===== src/rtl/timer_cnt_ctrl_if.sv =====
// Control/status bundle between the APB timer register block and the count-enable generator.
// The register block is the master; timer_cnt_ctrl is the slave.
interface timer_cnt_ctrl_if;
    logic       timer_en;
    logic       div_en;
    logic [3:0] div_val;
    logic       halt_req;
    logic       dbg_mode;
    logic       int_en;
    logic       int_st;
    logic       cnt_en;
    logic       halt_ack;
    logic       tim_int;

    modport master (
        output timer_en,
        output div_en,
        output div_val,
        output halt_req,
        output dbg_mode,
        output int_en,
        output int_st,
        input  cnt_en,
        input  halt_ack,
        input  tim_int
    );

    modport slave (
        input  timer_en,
        input  div_en,
        input  div_val,
        input  halt_req,
        input  dbg_mode,
        input  int_en,
        input  int_st,
        output cnt_en,
        output halt_ack,
        output tim_int
    );
endinterface


===== src/rtl/timer_cnt_ctrl.sv =====
// Count-enable generator for the 64-bit APB timer: prescaler, RUN/HALT state machine,
// debug halt acknowledge and registered interrupt line.
module timer_cnt_ctrl #(
    parameter int DIV_MAX = 8,
    parameter int PCNT_W  = 8
) (
    input  logic             clk,
    input  logic             rst_n,
    timer_cnt_ctrl_if.slave  ctrl
);

    typedef enum logic [1:0] {
        IDLE = 2'd0,
        RUN  = 2'd1,
        HALT = 2'd2
    } state_t;

    localparam logic [PCNT_W:0]   LIM_ONE  = {{PCNT_W{1'b0}}, 1'b1};
    localparam logic [PCNT_W-1:0] PCNT_ONE = {{(PCNT_W-1){1'b0}}, 1'b1};
    localparam logic [3:0]        DV_MAX   = 4'(DIV_MAX);

    state_t            state;
    state_t            next_state;
    logic [PCNT_W-1:0] pcnt;
    logic [PCNT_W-1:0] limit;
    logic [3:0]        dv;
    logic              halt_c;
    logic              halt_ack_q;
    logic              tim_int_q;
    logic              at_limit;

    assign halt_c = ctrl.halt_req & ctrl.dbg_mode;

    // Out-of-range divide ratios are clamped so the prescaler never needs more than PCNT_W bits.
    always_comb begin
        dv    = (ctrl.div_val > DV_MAX) ? DV_MAX : ctrl.div_val;
        limit = '0;
        if (ctrl.div_en && (dv != 4'd0)) begin
            limit = PCNT_W'((LIM_ONE << dv) - LIM_ONE);
        end
    end

    // >= rather than == so a shrinking limit still wraps within one period.
    assign at_limit = (pcnt >= limit);

    // timer_en=0 wins over halt_c in every state.
    always_comb begin
        next_state = state;
        case (state)
            IDLE: begin
                if (ctrl.timer_en) begin
                    next_state = halt_c ? HALT : RUN;
                end
            end
            RUN: begin
                if (!ctrl.timer_en) begin
                    next_state = IDLE;
                end else if (halt_c) begin
                    next_state = HALT;
                end
            end
            HALT: begin
                if (!ctrl.timer_en) begin
                    next_state = IDLE;
                end else if (!halt_c) begin
                    next_state = RUN;
                end
            end
            default: next_state = IDLE;
        endcase
    end

    // The RUN cycle that samples halt_c still advances the prescaler, so phase survives a halt.
    always_ff @(posedge clk or negedge rst_n) begin
        if (!rst_n) begin
            state      <= IDLE;
            pcnt       <= '0;
            halt_ack_q <= 1'b0;
            tim_int_q  <= 1'b0;
        end else begin
            state      <= next_state;
            halt_ack_q <= (next_state == HALT);
            tim_int_q  <= ctrl.int_en & ctrl.int_st;
            if (next_state == IDLE) begin
                pcnt <= '0;
            end else if (state == RUN) begin
                pcnt <= at_limit ? '0 : (pcnt + PCNT_ONE);
            end
        end
    end

    assign ctrl.cnt_en   = (state == RUN) & at_limit;
    assign ctrl.halt_ack = halt_ack_q;
    assign ctrl.tim_int  = tim_int_q;

endmodule


===== src/flat_wrapper.sv =====
// flat-port wrapper written by rule: the top's interface ports become plain ports
module timer_cnt_ctrl_flat 
#(
    parameter int DIV_MAX = 8,
    parameter int PCNT_W  = 8
)
  (clk, rst_n, ctrl_timer_en, ctrl_div_en, ctrl_div_val, ctrl_halt_req, ctrl_dbg_mode, ctrl_int_en, ctrl_int_st, ctrl_cnt_en, ctrl_halt_ack, ctrl_tim_int);
  timer_cnt_ctrl_if ctrl_i ();
  input  logic clk;
  input  logic rst_n;
  input wire logic [$bits(ctrl_i.timer_en)-1:0] ctrl_timer_en;
  input wire logic [$bits(ctrl_i.div_en)-1:0] ctrl_div_en;
  input wire logic [$bits(ctrl_i.div_val)-1:0] ctrl_div_val;
  input wire logic [$bits(ctrl_i.halt_req)-1:0] ctrl_halt_req;
  input wire logic [$bits(ctrl_i.dbg_mode)-1:0] ctrl_dbg_mode;
  input wire logic [$bits(ctrl_i.int_en)-1:0] ctrl_int_en;
  input wire logic [$bits(ctrl_i.int_st)-1:0] ctrl_int_st;
  output wire logic [$bits(ctrl_i.cnt_en)-1:0] ctrl_cnt_en;
  output wire logic [$bits(ctrl_i.halt_ack)-1:0] ctrl_halt_ack;
  output wire logic [$bits(ctrl_i.tim_int)-1:0] ctrl_tim_int;
  assign ctrl_i.timer_en = ctrl_timer_en;
  assign ctrl_i.div_en = ctrl_div_en;
  assign ctrl_i.div_val = ctrl_div_val;
  assign ctrl_i.halt_req = ctrl_halt_req;
  assign ctrl_i.dbg_mode = ctrl_dbg_mode;
  assign ctrl_i.int_en = ctrl_int_en;
  assign ctrl_i.int_st = ctrl_int_st;
  assign ctrl_cnt_en = ctrl_i.cnt_en;
  assign ctrl_halt_ack = ctrl_i.halt_ack;
  assign ctrl_tim_int = ctrl_i.tim_int;
  timer_cnt_ctrl #(.DIV_MAX(DIV_MAX), .PCNT_W(PCNT_W)) u_core (.clk(clk), .rst_n(rst_n), .ctrl(ctrl_i));
endmodule

===== config.mk =====
export PLATFORM = sky130hd
export DESIGN_NAME = timer_cnt_ctrl_flat
export DESIGN_NICKNAME = d
export VERILOG_FILES = /design/src/rtl/timer_cnt_ctrl_if.sv /design/src/rtl/timer_cnt_ctrl.sv /design/src/flat_wrapper.sv
export SDC_FILE = /design/constraint.sdc
export NUM_CORES = 1
export LEC_CHECK = 0
export ABC_AREA = 1
export CAP_MARGIN = 25
export CORE_MARGIN = 5
export CORE_UTILIZATION = 45
export CTS_BUF_LIST = sky130_fd_sc_hd__clkbuf_2
export DETAILED_ROUTE_END_ITERATION = 8
export DONT_BUFFER_PORTS = 1
export GPL_TIMING_DRIVEN = 1
export PLACE_DENSITY = 0.59
export SLEW_MARGIN = 20
export SYNTH_ARGS = -nofsm -noshare
export SYNTH_HDL_FRONTEND = slang
export SYNTH_SLANG_ARGS = --single-unit

===== constraint.sdc =====
create_clock -name clk -period 1.83 [get_ports clk]
set_clock_uncertainty 0.15 [all_clocks]
set_input_delay 0.183 -clock clk [delete_from_list [all_inputs] [get_ports clk]]
set_output_delay 0.183 -clock clk [all_outputs]
set_load 0.01 [all_outputs]

== After elaboration in Yosys (flattened, before gate mapping) ==
Index checks and enable logic that the tools add are counted.
Storage, ports and cells
  bits in registers: 12
  bits of input ports: 12
  logic and storage cells: 32
Cells by class
  add/sub/neg operators: 2
  $lt $le $gt $ge: 2
  equality and inequality tests: 3
  shifts and indexed selects: 1
  muxes and demuxes: 12
  bitwise operators: 3
  reductions and logical operators: 5
Operators by type and width (count)
  $mux W8: 4
  $mux W2: 6
  $add A8 B1 Y8 const B: 1
  $ge A8 B8 Y1: 1
  $shl A1 B4 Y8 const A: 1
  $sub A8 B1 Y8 const B: 1
  $pmux W2 S3: 1
  $eq A2 B2 Y1 const B: 2
  $gt A4 B4 Y1 const B: 1
  $logic_not A2 Y1: 2
  $mux W4: 1
  $reduce_bool A4 Y1: 1
  $and A1 B1 Y1: 3
  $eq A2 B1 Y1 const B: 1
  $reduce_bool A2 Y1: 1
  $logic_and A1 B1 Y1: 1

== Longest topological paths before layout ==
  depth after elaboration: 9
  gate-level depth with buffers: 16

== Worst setup path before layout ==
Ideal clock, no wire load.
  kind: input to output
  start point: input port ctrl_div_val[1]
  end point: output port ctrl_cnt_en
  arrival time: 1.698 ns
  data required time: 1.497 ns
  setup slack: -0.201 ns
  cell stages on the path: 13
  cells stage by stage: inv_1 > nand3_1 > inv_1 > nand2_1 > ha_1 > o2111ai_1 > o21ai_0 > nand3_1 > ha_1 > nand2_1 > o21ai_0 > a21oi_4 > nor2_1
Between the ends
  longest elaborated chain between the ends: 7
  elaborated cells between the ends (all ways): 9
Ends and longest elaborated chain
  start, declared: RTL line flat_wrapper.sv:13  | input wire logic [$bits(ctrl_i.div_val)-1:0] ctrl_div_val;
  $gt A4 B4 Y1: RTL line timer_cnt_ctrl.sv:36  | dv = (ctrl.div_val > DV_MAX) ? DV_MAX : ctrl.div_val;
  $mux W4 (*): RTL line timer_cnt_ctrl.sv:36
  $shl A1 B4 Y8 or $reduce_bool A4 Y1 (tied branches): RTL line timer_cnt_ctrl.sv:39, timer_cnt_ctrl.sv:38
  $sub A8 B1 Y8 or $logic_and A1 B1 Y1 (tied branches): RTL line timer_cnt_ctrl.sv:39, timer_cnt_ctrl.sv:38
  $mux W8 (*): RTL line timer_cnt_ctrl.sv:38  | if (ctrl.div_en && (dv != 4'd0)) begin
  $ge A8 B8 Y1 (*): RTL line timer_cnt_ctrl.sv:44  | assign at_limit = (pcnt >= limit);
  $and A1 B1 Y1 (*): RTL line timer_cnt_ctrl.sv:92  | assign ctrl.cnt_en = (state == RUN) & at_limit;
  end, declared: RTL line flat_wrapper.sv:18  | output wire logic [$bits(ctrl_i.cnt_en)-1:0] ctrl_cnt_en;
Mark *: on every way between the ends. The rest lies on a longest branch, timed or not.

== Worst setup path in the final report ==
  start point: input port ctrl_div_val[3]
  end point: output port ctrl_cnt_en
Same word-level chain as after synthesis.

==> impl_metrics.ini <==
[critical_path]
cpMostUsedCell = nand2_2
required_ps = 1500
path_class = in2out
rr_startpoint = u_core.pcnt[1]
worstPathMaxFanout = 5
crit_buf_inv = 2
crit_chain = inv_12 > nand3_4 > inv_2 > nand2_2 > ha_4 > o2111ai_2 > o21ai_1 > nand3_1 > ha_1 > nand2_2 > o21ai_2 > a21oi_4 > nor2_4
endpoint_kind = output pin
worstRegToRegCells = 10
critPathLaunchType = input pin
worst_path_largest_cell_delay_ps = 290
critical-path-slowest-cell = ha_1
timing.rr.end = u_core.pcnt[2]
worst-path-stages = 13
arrival_ps = 1550
reg2reg_slack_ps = 50
cp_top_family = compound AO/OA/AOI/OAI gates

[synthesis]
synth.ff_latch_count = 12
synth-simple-area-share_pct = 35.6
ys_async_sr_fraction_pct = 100
synth_top_cells_by_area = dfrtp_1 (30%), nand2_1 (17%), ha_1 (12%)
syn_nets = 163
synth_mux_area_share_pct = 0
syn_inst = 141
yosysSeqAreaShare_pct = 29.9
synth_edf_count = 0
yosysWarnings = 0
ys_types = 24
yosysTopAreaCell = dfrtp_1
synth_top_flop_cell = dfrtp_1
synth_compound_area_share_pct = 8.84
syn_area_per_cell_sq_um = 7.13
synth_most_common_cell = nand2_1
syn_area_sq_um = 1000
synth_top_family_by_area = simple AND/OR/NAND/NOR gates
synth_xor_area_share_pct = 3.36
synthTopCellsByCount = nand2_1 (45), inv_1 (23), dfrtp_1 (12), ha_1 (10), nand4_1 (9)
synthAdderAreaFrac_pct = 12.5
synth_top_cell_area_share_pct = 29.9

[finish]
fin_util_pct = 63.9
drive_above_1_share_pct = 34.5
instances_no_fill = 193
nNetsFinal = 188
syn2layout_area_growth_pct = 38.0
diodes = 0

[power]
p_leak_nw = 0.708
power_frac_comb_pct = 36.2
p_int_mw = 0.442
power.density_nw_per_um2 = 500
p_seq_share_pct = 42.5
p_clk_share_pct = 21.3
ir_drop_mv = 0.516
power_switching_mw = 0.251
sw_frac_of_total_pct = 36.3

[min_path]
holdPathStages = 3
hold-path-endpoint = u_core.state[1]
hold_class = in2reg
worst_hold_startpoint = ctrl_timer_en

[timing]
rsz0062_at_grt = true
setup_violations = 1
tightest_slew_ps = 559
hold_viol = 0
finalCritPeriodShare_pct = 103
fin_ws_ps = -53.7
drv_slew = 0
slew-limit-headroom_pct = 62.6
whs_ps = 12.7
setup_tns_ps = -53.7
finalCriticalPeriod_ps = 1880
timing.fmax_ghz = 0.531

[floorplanning]
row_count = 17
die_y_um = 57.3
initial_utilization_pct = 46.3
core_sq_um = 2170
fp.dieW_um = 57.3
die-area_sq_um = 3280
ios = 15

[placed_design]
dp_hpwl_um = 1800
place.gp.congestion = 0.974
place_inst = 178
io_buffers = 0
place_ws_ps = -223

[grt]
antenna_found_initial = 0
track_usage_pct = 16.2
grt_pass1_wl_um = 4160
grt_pass1_vias = 981
grtUsageMet2_pct = 27.4
grt_max_degree = 13
grt-busiest-layer = met2
use_met1_pct = 19.7
met3_usage_pct = 2.49
grt_overflow = 0

[clock_network]
cts_buffers = 3
h-tree-depth = 1
clk_latency_ps = 290
cts.sinks = 12
clockBufferDepth = 2
clk_pin_slew_ps = 130
cts_tree = built
root_buffer = clkbuf_2

[drt]
drtPass1Iterations = 4
num_vias = 968
first_iter_violations = 23
via_per_inst = 5.02
wirelength_um = 2390
avgRoutedWirePerCell_um = 12.4
drc = 0
ant_nets = 0

[flow_run]
maxCapViolations = 0

[run_status]
status = finished with violations
violations = setup timing
-- repair_timing --
item / CTS / global route
endpoints found under the hold margin: 16 / 0
setup buffers: 3 / 2
endpoints found under the setup margin: 1 / 10
pin swaps: 9 / 7
resized for setup: 13 / 14
hold buffers: 6 / 0
-- metal layers --
metal  up-vias  part of all wire [%]
met1       431                    43
met2        21                    48
met5         -                     0
met3        13                   4.6
li1        503                     -
met4         0                   3.9
-- worst register-to-register path: cells and delay by family, from the launching register on --
family | cells | cell delay, ps
adder cells (fa/ha/maj) | 1 | 250
buffers and inverters | 2 | 230
AO/OA/AOI/OAI | 2 | 310
flip-flops | 1 | 430
AND/OR/NAND/NOR | 5 | 350
-- power groups by stage --
stage               clock network [mW]  logic, mW  registers (mW)
finish                           0.148      0.251           0.295
detailed placement                   0      0.180           0.301
global route                     0.157      0.285           0.297
floorplan                            0      0.129           0.303
global placement                     0      0.174           0.301
CTS                              0.146      0.230           0.294
-- kinds of logic (layout without fill, tap and decap cells) --
group	Yosys count	after routing
simple gates	78	78
compound gates	12	12
flops	12	12
fa+ha+maj	10	10
buf+inv	26	50
xor+xnor	3	3
-- metrics by stage --
stage               power [mW]  area [sq um]
finish                   0.693          1390
global route             0.739          1390
CTS                      0.670          1320
detailed placement       0.481          1160
global placement         0.474          1160
floorplan                0.433          1060
-- layout make-up --
cell class / instances / area (sq um)
multi-input cells: 103 / 741
clock inverters: 1 / 3.75
flip-flops and latches: 12 / 300
well taps: 28 / 35.0
repair buffers: 21 / 180
fillers: 199 / 783
clock buffers: 3 / 15.0
inverters: 25 / 111
-- state kept, by name, summed over array words and instances (netlist names) --
register,count
u_core.ctrl.tim_int,1
u_core.state,2
u_core.ctrl.halt_ack,1
u_core.pcnt,8
-- how the worst max path moves through the flow --
stage	start	slack [ps]	to
after floorplan	ctrl_div_val[3]	-40	ctrl_cnt_en
after global placement	ctrl_div_val[3]	-190	ctrl_cnt_en
after detailed placement	ctrl_div_val[3]	-220	u_core.pcnt[6]
after CTS	ctrl_div_val[3]	-6	ctrl_cnt_en
after global routing	ctrl_div_val[3]	-160	ctrl_cnt_en
final	ctrl_div_val[3]	-50	ctrl_cnt_en
-- placed cells by master, fill, tap and decap left out, types with 2 or more instances in the layout --
cell / Yosys / final
a21oi_2: 0 / 4
buf_4: 0 / 13
buf_6: 0 / 2
clkbuf_2: 0 / 3
dfrtp_1: 12 / 12
dlygate4sd3_1: 0 / 6
ha_1: 10 / 7
ha_4: 0 / 3
inv_1: 23 / 18
inv_2: 2 / 5
nand2_1: 45 / 40
nand2_2: 1 / 6
nand3_1: 8 / 5
nand3_2: 1 / 3
nand4_1: 9 / 9
nor2_1: 8 / 5
nor2_2: 1 / 2
nor2_4: 0 / 2
o21ai_2: 0 / 3
xor2_1: 2 / 2
No activity file was read; power rests on OpenSTA's default activity.
